## src/rtl/mem_arb_pkg.sv

```systemverilog
// mem_arb_pkg
// Shared constants and types for the two-master cache-line burst arbiter.
//   LINE_WORDS / BEAT_W : words per cache line and width of the beat index
//   M_INST / M_DATA     : master identifiers (also the bit index into req/pick)
//   state_t             : arbiter FSM states
package mem_arb_pkg;

   localparam int LINE_WORDS = 4;
   localparam int BEAT_W     = 2;

   localparam logic M_INST = 1'b0;
   localparam logic M_DATA = 1'b1;

   typedef enum logic [0:0] {
      IDLE  = 1'b0,
      BURST = 1'b1
   } state_t;

endpackage

```

## src/rtl/mem_arbiter_if.sv

```systemverilog
// mem_arbiter_if
// Per-master burst port between a cache management unit and mem_arbiter.
//   req/we/addr/din        : master -> arbiter (request, direction, line address, write word)
//   gnt/beat/dout/valid/done : arbiter -> master (ownership, beat index, read word, beat and burst completion)
// Modports: master (cache side), slave (arbiter side).
interface mem_arbiter_if #(
   parameter int ADDR_W = 32,
   parameter int DATA_W = 32
);

   logic              req;
   logic              we;
   logic [ADDR_W-1:0] addr;
   logic [DATA_W-1:0] din;
   logic              gnt;
   logic [1:0]        beat;
   logic [DATA_W-1:0] dout;
   logic              valid;
   logic              done;

   modport master (
      output req, we, addr, din,
      input  gnt, beat, dout, valid, done
   );

   modport slave (
      input  req, we, addr, din,
      output gnt, beat, dout, valid, done
   );

endinterface

```

## src/rtl/mem_arbiter_rr_arb2.sv

```systemverilog
// rr_arb2
// Two-request round-robin picker, purely combinational.
//   req[1:0] : request vector, indexed by master ID (M_INST = bit 0, M_DATA = bit 1)
//   last     : master granted most recently
//   pick[1:0]: one-hot choice, all zero when nobody requests
module rr_arb2
   import mem_arb_pkg::*;
(
   input  logic [1:0] req,
   input  logic       last,
   output logic [1:0] pick
);

   // On a tie the master that did not own the previous burst wins.
   always_comb begin
      pick = 2'b00;
      case (req)
         2'b01:   pick = 2'b01;
         2'b10:   pick = 2'b10;
         2'b11:   pick = (last == M_INST) ? 2'b10 : 2'b01;
         default: pick = 2'b00;
      endcase
   end

endmodule

```

## src/rtl/mem_arbiter.sv

```systemverilog
// mem_arbiter
// Shares one RAM port between the instruction-side and data-side cache units.
// Each grant moves one 4-word cache line (fill or write-back) as four beats.
//   clk, rst         : clock, asynchronous active-low reset
//   i_bus, d_bus     : instruction / data master ports (mem_arbiter_if.slave)
//   ram_cs, ram_we   : RAM strobe and write enable
//   ram_addr, ram_din: RAM word address and write data
//   ram_dout, ram_ack: RAM read data and per-beat acknowledge
module mem_arbiter
   import mem_arb_pkg::*;
#(
   parameter int ADDR_W = 32,
   parameter int DATA_W = 32
) (
   input  logic              clk,
   input  logic              rst,
   mem_arbiter_if.slave      i_bus,
   mem_arbiter_if.slave      d_bus,
   output logic              ram_cs,
   output logic              ram_we,
   output logic [ADDR_W-1:0] ram_addr,
   output logic [DATA_W-1:0] ram_din,
   input  logic [DATA_W-1:0] ram_dout,
   input  logic              ram_ack
);

   localparam logic [BEAT_W-1:0] LAST_BEAT = BEAT_W'(LINE_WORDS - 1);

   state_t             state;
   logic               owner;
   logic               last_gnt;
   logic               we_lat;
   logic [ADDR_W-5:0]  base;
   logic [BEAT_W-1:0]  beat;
   logic [1:0]         pick;
   logic               busy;
   logic               own_i;
   logic               own_d;

   // Byte offset within the line is meaningless to a line transfer.
   logic unused_addr_bits;
   assign unused_addr_bits = ^{i_bus.addr[3:0], d_bus.addr[3:0]};

   rr_arb2 u_rr (
      .req  ({d_bus.req, i_bus.req}),
      .last (last_gnt),
      .pick (pick)
   );

   // Line address and direction are captured at grant so the master may
   // change or drop them during the burst.
   always_ff @(posedge clk or negedge rst) begin
      if (!rst) begin
         state    <= IDLE;
         owner    <= M_INST;
         last_gnt <= M_DATA;
         we_lat   <= 1'b0;
         base     <= '0;
         beat     <= '0;
      end else begin
         case (state)
            IDLE: begin
               if (pick != 2'b00) begin
                  owner    <= pick[M_DATA];
                  last_gnt <= pick[M_DATA];
                  we_lat   <= pick[M_DATA] ? d_bus.we : i_bus.we;
                  base     <= pick[M_DATA] ? d_bus.addr[ADDR_W-1:4] : i_bus.addr[ADDR_W-1:4];
                  beat     <= '0;
                  state    <= BURST;
               end
            end
            BURST: begin
               if (ram_ack) begin
                  beat <= beat + 1'b1;
                  if (beat == LAST_BEAT) begin
                     state <= IDLE;
                  end
               end
            end
            default: state <= IDLE;
         endcase
      end
   end

   assign busy  = (state == BURST);
   assign own_i = busy && (owner == M_INST);
   assign own_d = busy && (owner == M_DATA);

   // Beat index never carries into bit 4, so a burst stays inside its line.
   assign ram_cs   = busy;
   assign ram_we   = busy & we_lat;
   assign ram_addr = busy ? {base, beat, 2'b00} : '0;
   assign ram_din  = own_d ? d_bus.din : (own_i ? i_bus.din : '0);

   assign i_bus.gnt   = own_i;
   assign i_bus.beat  = own_i ? beat : '0;
   assign i_bus.valid = own_i & ram_ack;
   assign i_bus.dout  = (own_i & ram_ack) ? ram_dout : '0;
   assign i_bus.done  = own_i & ram_ack & (beat == LAST_BEAT);

   assign d_bus.gnt   = own_d;
   assign d_bus.beat  = own_d ? beat : '0;
   assign d_bus.valid = own_d & ram_ack;
   assign d_bus.dout  = (own_d & ram_ack) ? ram_dout : '0;
   assign d_bus.done  = own_d & ram_ack & (beat == LAST_BEAT);

endmodule

```

## src/flat_wrapper.sv

```systemverilog
// flat-port wrapper written by rule: the top's interface ports become plain ports
module mem_arbiter_flat import mem_arb_pkg::*;
#(
   parameter int ADDR_W = 32,
   parameter int DATA_W = 32
)
  (clk, rst, ram_cs, ram_we, ram_addr, ram_din, ram_dout, ram_ack, i_bus_req, i_bus_we, i_bus_addr, i_bus_din, i_bus_gnt, i_bus_beat, i_bus_dout, i_bus_valid, i_bus_done, d_bus_req, d_bus_we, d_bus_addr, d_bus_din, d_bus_gnt, d_bus_beat, d_bus_dout, d_bus_valid, d_bus_done);
  mem_arbiter_if #(.ADDR_W(ADDR_W), .DATA_W(DATA_W)) i_bus_i ();
  mem_arbiter_if #(.ADDR_W(ADDR_W), .DATA_W(DATA_W)) d_bus_i ();
  input  logic clk;
  input  logic rst;
  output logic ram_cs;
  output logic ram_we;
  output logic [ADDR_W-1:0] ram_addr;
  output logic [DATA_W-1:0] ram_din;
  input  logic [DATA_W-1:0] ram_dout;
  input  logic ram_ack;
  input wire logic [$bits(i_bus_i.req)-1:0] i_bus_req;
  input wire logic [$bits(i_bus_i.we)-1:0] i_bus_we;
  input wire logic [$bits(i_bus_i.addr)-1:0] i_bus_addr;
  input wire logic [$bits(i_bus_i.din)-1:0] i_bus_din;
  output wire logic [$bits(i_bus_i.gnt)-1:0] i_bus_gnt;
  output wire logic [$bits(i_bus_i.beat)-1:0] i_bus_beat;
  output wire logic [$bits(i_bus_i.dout)-1:0] i_bus_dout;
  output wire logic [$bits(i_bus_i.valid)-1:0] i_bus_valid;
  output wire logic [$bits(i_bus_i.done)-1:0] i_bus_done;
  input wire logic [$bits(d_bus_i.req)-1:0] d_bus_req;
  input wire logic [$bits(d_bus_i.we)-1:0] d_bus_we;
  input wire logic [$bits(d_bus_i.addr)-1:0] d_bus_addr;
  input wire logic [$bits(d_bus_i.din)-1:0] d_bus_din;
  output wire logic [$bits(d_bus_i.gnt)-1:0] d_bus_gnt;
  output wire logic [$bits(d_bus_i.beat)-1:0] d_bus_beat;
  output wire logic [$bits(d_bus_i.dout)-1:0] d_bus_dout;
  output wire logic [$bits(d_bus_i.valid)-1:0] d_bus_valid;
  output wire logic [$bits(d_bus_i.done)-1:0] d_bus_done;
  assign i_bus_i.req = i_bus_req;
  assign i_bus_i.we = i_bus_we;
  assign i_bus_i.addr = i_bus_addr;
  assign i_bus_i.din = i_bus_din;
  assign i_bus_gnt = i_bus_i.gnt;
  assign i_bus_beat = i_bus_i.beat;
  assign i_bus_dout = i_bus_i.dout;
  assign i_bus_valid = i_bus_i.valid;
  assign i_bus_done = i_bus_i.done;
  assign d_bus_i.req = d_bus_req;
  assign d_bus_i.we = d_bus_we;
  assign d_bus_i.addr = d_bus_addr;
  assign d_bus_i.din = d_bus_din;
  assign d_bus_gnt = d_bus_i.gnt;
  assign d_bus_beat = d_bus_i.beat;
  assign d_bus_dout = d_bus_i.dout;
  assign d_bus_valid = d_bus_i.valid;
  assign d_bus_done = d_bus_i.done;
  mem_arbiter #(.ADDR_W(ADDR_W), .DATA_W(DATA_W)) u_core (.clk(clk), .rst(rst), .i_bus(i_bus_i), .d_bus(d_bus_i), .ram_cs(ram_cs), .ram_we(ram_we), .ram_addr(ram_addr), .ram_din(ram_din), .ram_dout(ram_dout), .ram_ack(ram_ack));
endmodule
```

## config.mk

```make
export PLATFORM = sky130hd
export DESIGN_NAME = mem_arbiter_flat
export DESIGN_NICKNAME = d
export VERILOG_FILES = /design/src/rtl/mem_arb_pkg.sv /design/src/rtl/mem_arbiter_if.sv /design/src/rtl/mem_arbiter_rr_arb2.sv /design/src/rtl/mem_arbiter.sv /design/src/flat_wrapper.sv
export SDC_FILE = /design/constraint.sdc
export NUM_CORES = 1
export LEC_CHECK = 0
export ABC_CLOCK_PERIOD_IN_PS = 3800
export CAP_MARGIN = 25
export CORE_AREA = 2 2 119 121
export DETAILED_ROUTE_END_ITERATION = 7
export DIE_AREA = 0 0 121 123
export GPL_TIMING_DRIVEN = 1
export PLACE_DENSITY_LB_ADDON = 0.1
export SETUP_SLACK_MARGIN = 0.05
export SLEW_MARGIN = 20
export SYNTH_ARGS = -nofsm -noshare
export SYNTH_HDL_FRONTEND = slang
export SYNTH_HIERARCHICAL = 1
export SYNTH_SLANG_ARGS = --single-unit
export TNS_END_PERCENT = 30
```

## constraint.sdc

```tcl
create_clock -name clk -period 3.8 [get_ports clk]
set_input_delay 0.38 -clock clk [delete_from_list [all_inputs] [get_ports clk]]
set_output_delay 0.38 -clock clk [all_outputs]
set_load 0.02 [all_outputs]
```

==> impl_metrics.py <==
metrics = {
    "global_routing": {
        "grt_pass1_vias": 3476,
        "antenna_found_initial": 0,
        "grt_pass1_wl_mm": 19.1,
        "grt_usage": 0.161,
        "grt_max_degree": 90,
        "grt_remaining_overflow": 0,
    },
    "sta": {
        "slew_violations": 0,
        "rsz0062_at_grt": "false",
        "fmax_ghz": 0.349,
        "setup_violations": 0,
        "setup_tns_ns": 0,
        "worst_slew_margin_rel": 0.468,
        "worst_slew_pin_slew_ns": 0.797,
        "skew_ns": 0.00684,
        "min_period_ns": 2.86,
        "period_share": 0.754,
        "hold_violations": 0,
    },
    "detailed_routing": {
        "wl_per_cell_um": 16.1,
        "via_count": 3595,
        "drtAntennaViolNets": 0,
        "wl_mm": 13.0,
        "drc": 0,
        "drt_pass1_iterations": 4,
        "via_per_inst": 4.43,
        "drt_iter0_markers": 130,
    },
    "placed_design": {
        "port_buffers": 296,
        "placed_area_mm2": 0.00601,
        "hpwl_mm": 9.94,
        "gp_congestion": 0.795,
    },
    "worst_setup_path": {
        "crit_chain": "clkdlybuf4s50_1 -> buf_4 -> nand2_1 -> nor2_1 -> clkdlybuf4s50_1",
        "cp-end-kind": "output pin",
        "crit_cells": 5,
        "arrival_ns": 2.48,
        "worst_path_most_repeated_cell": "clkdlybuf4s50_1",
        "crit_fanout": 23,
        "crit_path_max_incr_delay_ns": 0.80,
        "crit_slowest_cell": "clkdlybuf4s50_1",
        "rr_worst_depth": 3,
        "crit_type": "input port to output pin",
        "critical-path-top-delay-family": "buffers and inverters",
        "startpoint": "ram_ack",
        "r2r-start": "u_core/ram_cs$_DFF_PN0_",
        "required_ns": 3.42,
        "cp_num_buf_inv": 3,
        "start_kind": "input port",
    },
    "synth": {
        "synth_cell_types": 33,
        "yosysSeqAreaShare": 0.287,
        "syn_inst": 359,
        "synth_warnings": 6,
        "syn_area_mm2": 0.00297,
        "synth-compound-area-share": 0.128,
        "synth_mux_area_frac": 0.112,
        "synth_fa_ha_area_frac": 0.00421,
        "ys_ff_latch": 34,
        "avgSynthCellArea_um2": 8.28,
        "synth-simple-area-share": 0.384,
        "synth-xor-area-share": 0.00295,
        "synth_top_family_by_area": "simple AND/OR/NAND/NOR gates",
    },
    "die": {
        "dieArea_mm2": 0.0149,
        "start_util": 0.218,
        "dieHeight_um": 123,
        "io_pins": 307,
        "num_rows": 43,
        "die_w_um": 121,
        "coreArea_mm2": 0.0136,
    },
    "run": {
        "drv_cap": 0,
    },
    "clocking": {
        "postCtsSetupBuffers": 0,
        "clkLatencyLatePin_ns": 0.27,
        "cts_tree": "done",
        "cts.sinks": 34,
        "ctsResizeCount": 0,
        "root_buffer": "clkbuf_16",
        "clk_pin_slew_ns": 0.06,
        "h-tree-depth": 2,
        "cts_hold_buf": 0,
        "cts_buffer_depth": 2,
        "cts_buffers": 5,
    },
    "finish": {
        "final_cell_mix": "clkdlybuf4s50_1, nor2_1, nand2_1, nor2b_1",
        "final_common_cell": "clkdlybuf4s50_1",
        "area_delta_synth_final_pct": 108,
        "finalInstanceArea_mm2": 0.00618,
        "postLayoutCoreUtil": 0.454,
        "final_nets": 798,
        "drive_above_1_share": 0.0792,
        "antennaDiodeCount": 0,
    },
    "power": {
        "vdd_drop_max_mv": 0.316,
        "totalPowerFinal_mw": 4.39,
        "p_per_area_mw_per_mm2": 710,
        "leakagePower_nw": 2.42,
    },
    "hold_path": {
        "hold_path.class": "input port to async pin",
    },
    "outcome": {
        "status": "finished, final reports clean",
    },
}
-- state kept, by name, indices dropped and copies added, names as in the netlist --
signal           cells
u_core/beat          2
u_core/base         28
u_core/we_lat        1
u_core/owner         1
u_core/last_gnt      1
u_core/ram_cs        1
-- where the power goes --
| part | internal, mW | total (mW) | switching [mW] |
|---|---|---|---|
| logic | 1.62 | 3.24 | 1.62 |
| registers | 0.550 | 0.670 | 0.120 |
| clock network | 0.328 | 0.477 | 0.149 |
| total | 2.49 | 4.39 | 1.89 |
-- per-layer routing --
layer | vias up | routed length (um) | GRT usage
met3 | 9 | 1210 | 0.0498
li1 | 1781 | - | -
met2 | 164 | 6650 | 0.287
met4 | 0 | 91 | 0.0196
met1 | 1641 | 5080 | 0.195
met5 | - | 0 | 0
-- final cells by class --
cell class                      count  area, um2
Clock buffer                        7        143
Clock inverter                      1       30.0
Fill cell                        1316       7430
Inverter                            7       26.3
Multi-Input combinational cell    279       1890
Sequential cell                    34        855
Tap cell                          180        225
Timing Repair Buffer              303       3010
-- Yosys cell counts (all sizes together) --
cell | number | area share
conb | 1 | 0.0013
nor3 | 1 | 0.0017
ha | 1 | 0.0042
a31oi | 1 | 0.0021
and3 | 1 | 0.0021
o211a | 1 | 0.0034
dfrtp | 33 | 0.28
o21ai | 2 | 0.0034
mux2i | 32 | 0.11
inv | 7 | 0.0088
and2 | 32 | 0.067
nor2b | 33 | 0.069
or4b | 29 | 0.098
a21boi | 2 | 0.0051
dfstp | 1 | 0.0088
mux2 | 1 | 0.0038
xor2 | 1 | 0.0029
clkbuf | 16 | 0.022
buf | 24 | 0.050
or2b | 1 | 0.0038
o21ba | 1 | 0.0034
nor4b | 2 | 0.0059
o221a | 28 | 0.11
nand2b | 1 | 0.0021
a21o | 2 | 0.0051
nand2 | 34 | 0.043
nor2 | 70 | 0.088
or3b | 1 | 0.0029
-- cells by family after synthesis --
logic type               Yosys count
adder cells (fa/ha/maj)            1
multiplexers                      33
XOR/XNOR                           1
buffers and inverters             47
flip-flops                        34
AO/OA/AOI/OAI                     37
other                              1
AND/OR/NAND/NOR                  205
-- worst paths after layout --
path	to	slack, ns
max	d_bus_dout[28]	0.94
max in group asynchronous	u_core/owner$_DFFE_PN0P_	3.05
min	u_core/base[4]$_DFFE_PN0P_	0.19
min reg2reg	u_core/base[26]$_DFFE_PN0P_	0.51
min in group clk	u_core/base[26]$_DFFE_PN0P_	0.51
max reg2reg	u_core/base[10]$_DFFE_PN0P_	1.73
-- through the flow --
stage / setup slack, ns / hold WS, ns / cells
floorplan: 2.02 / 0.0844 / 360
global placement: 0.950 / 0.500 / 803
detailed placement: 0.937 / 0.504 / 803
CTS: 0.930 / 0.230 / 811
global route: 0.781 / 0.268 / 811
finish: 0.936 / 0.191 / 811
No activity file was read; power rests on OpenSTA's default activity.
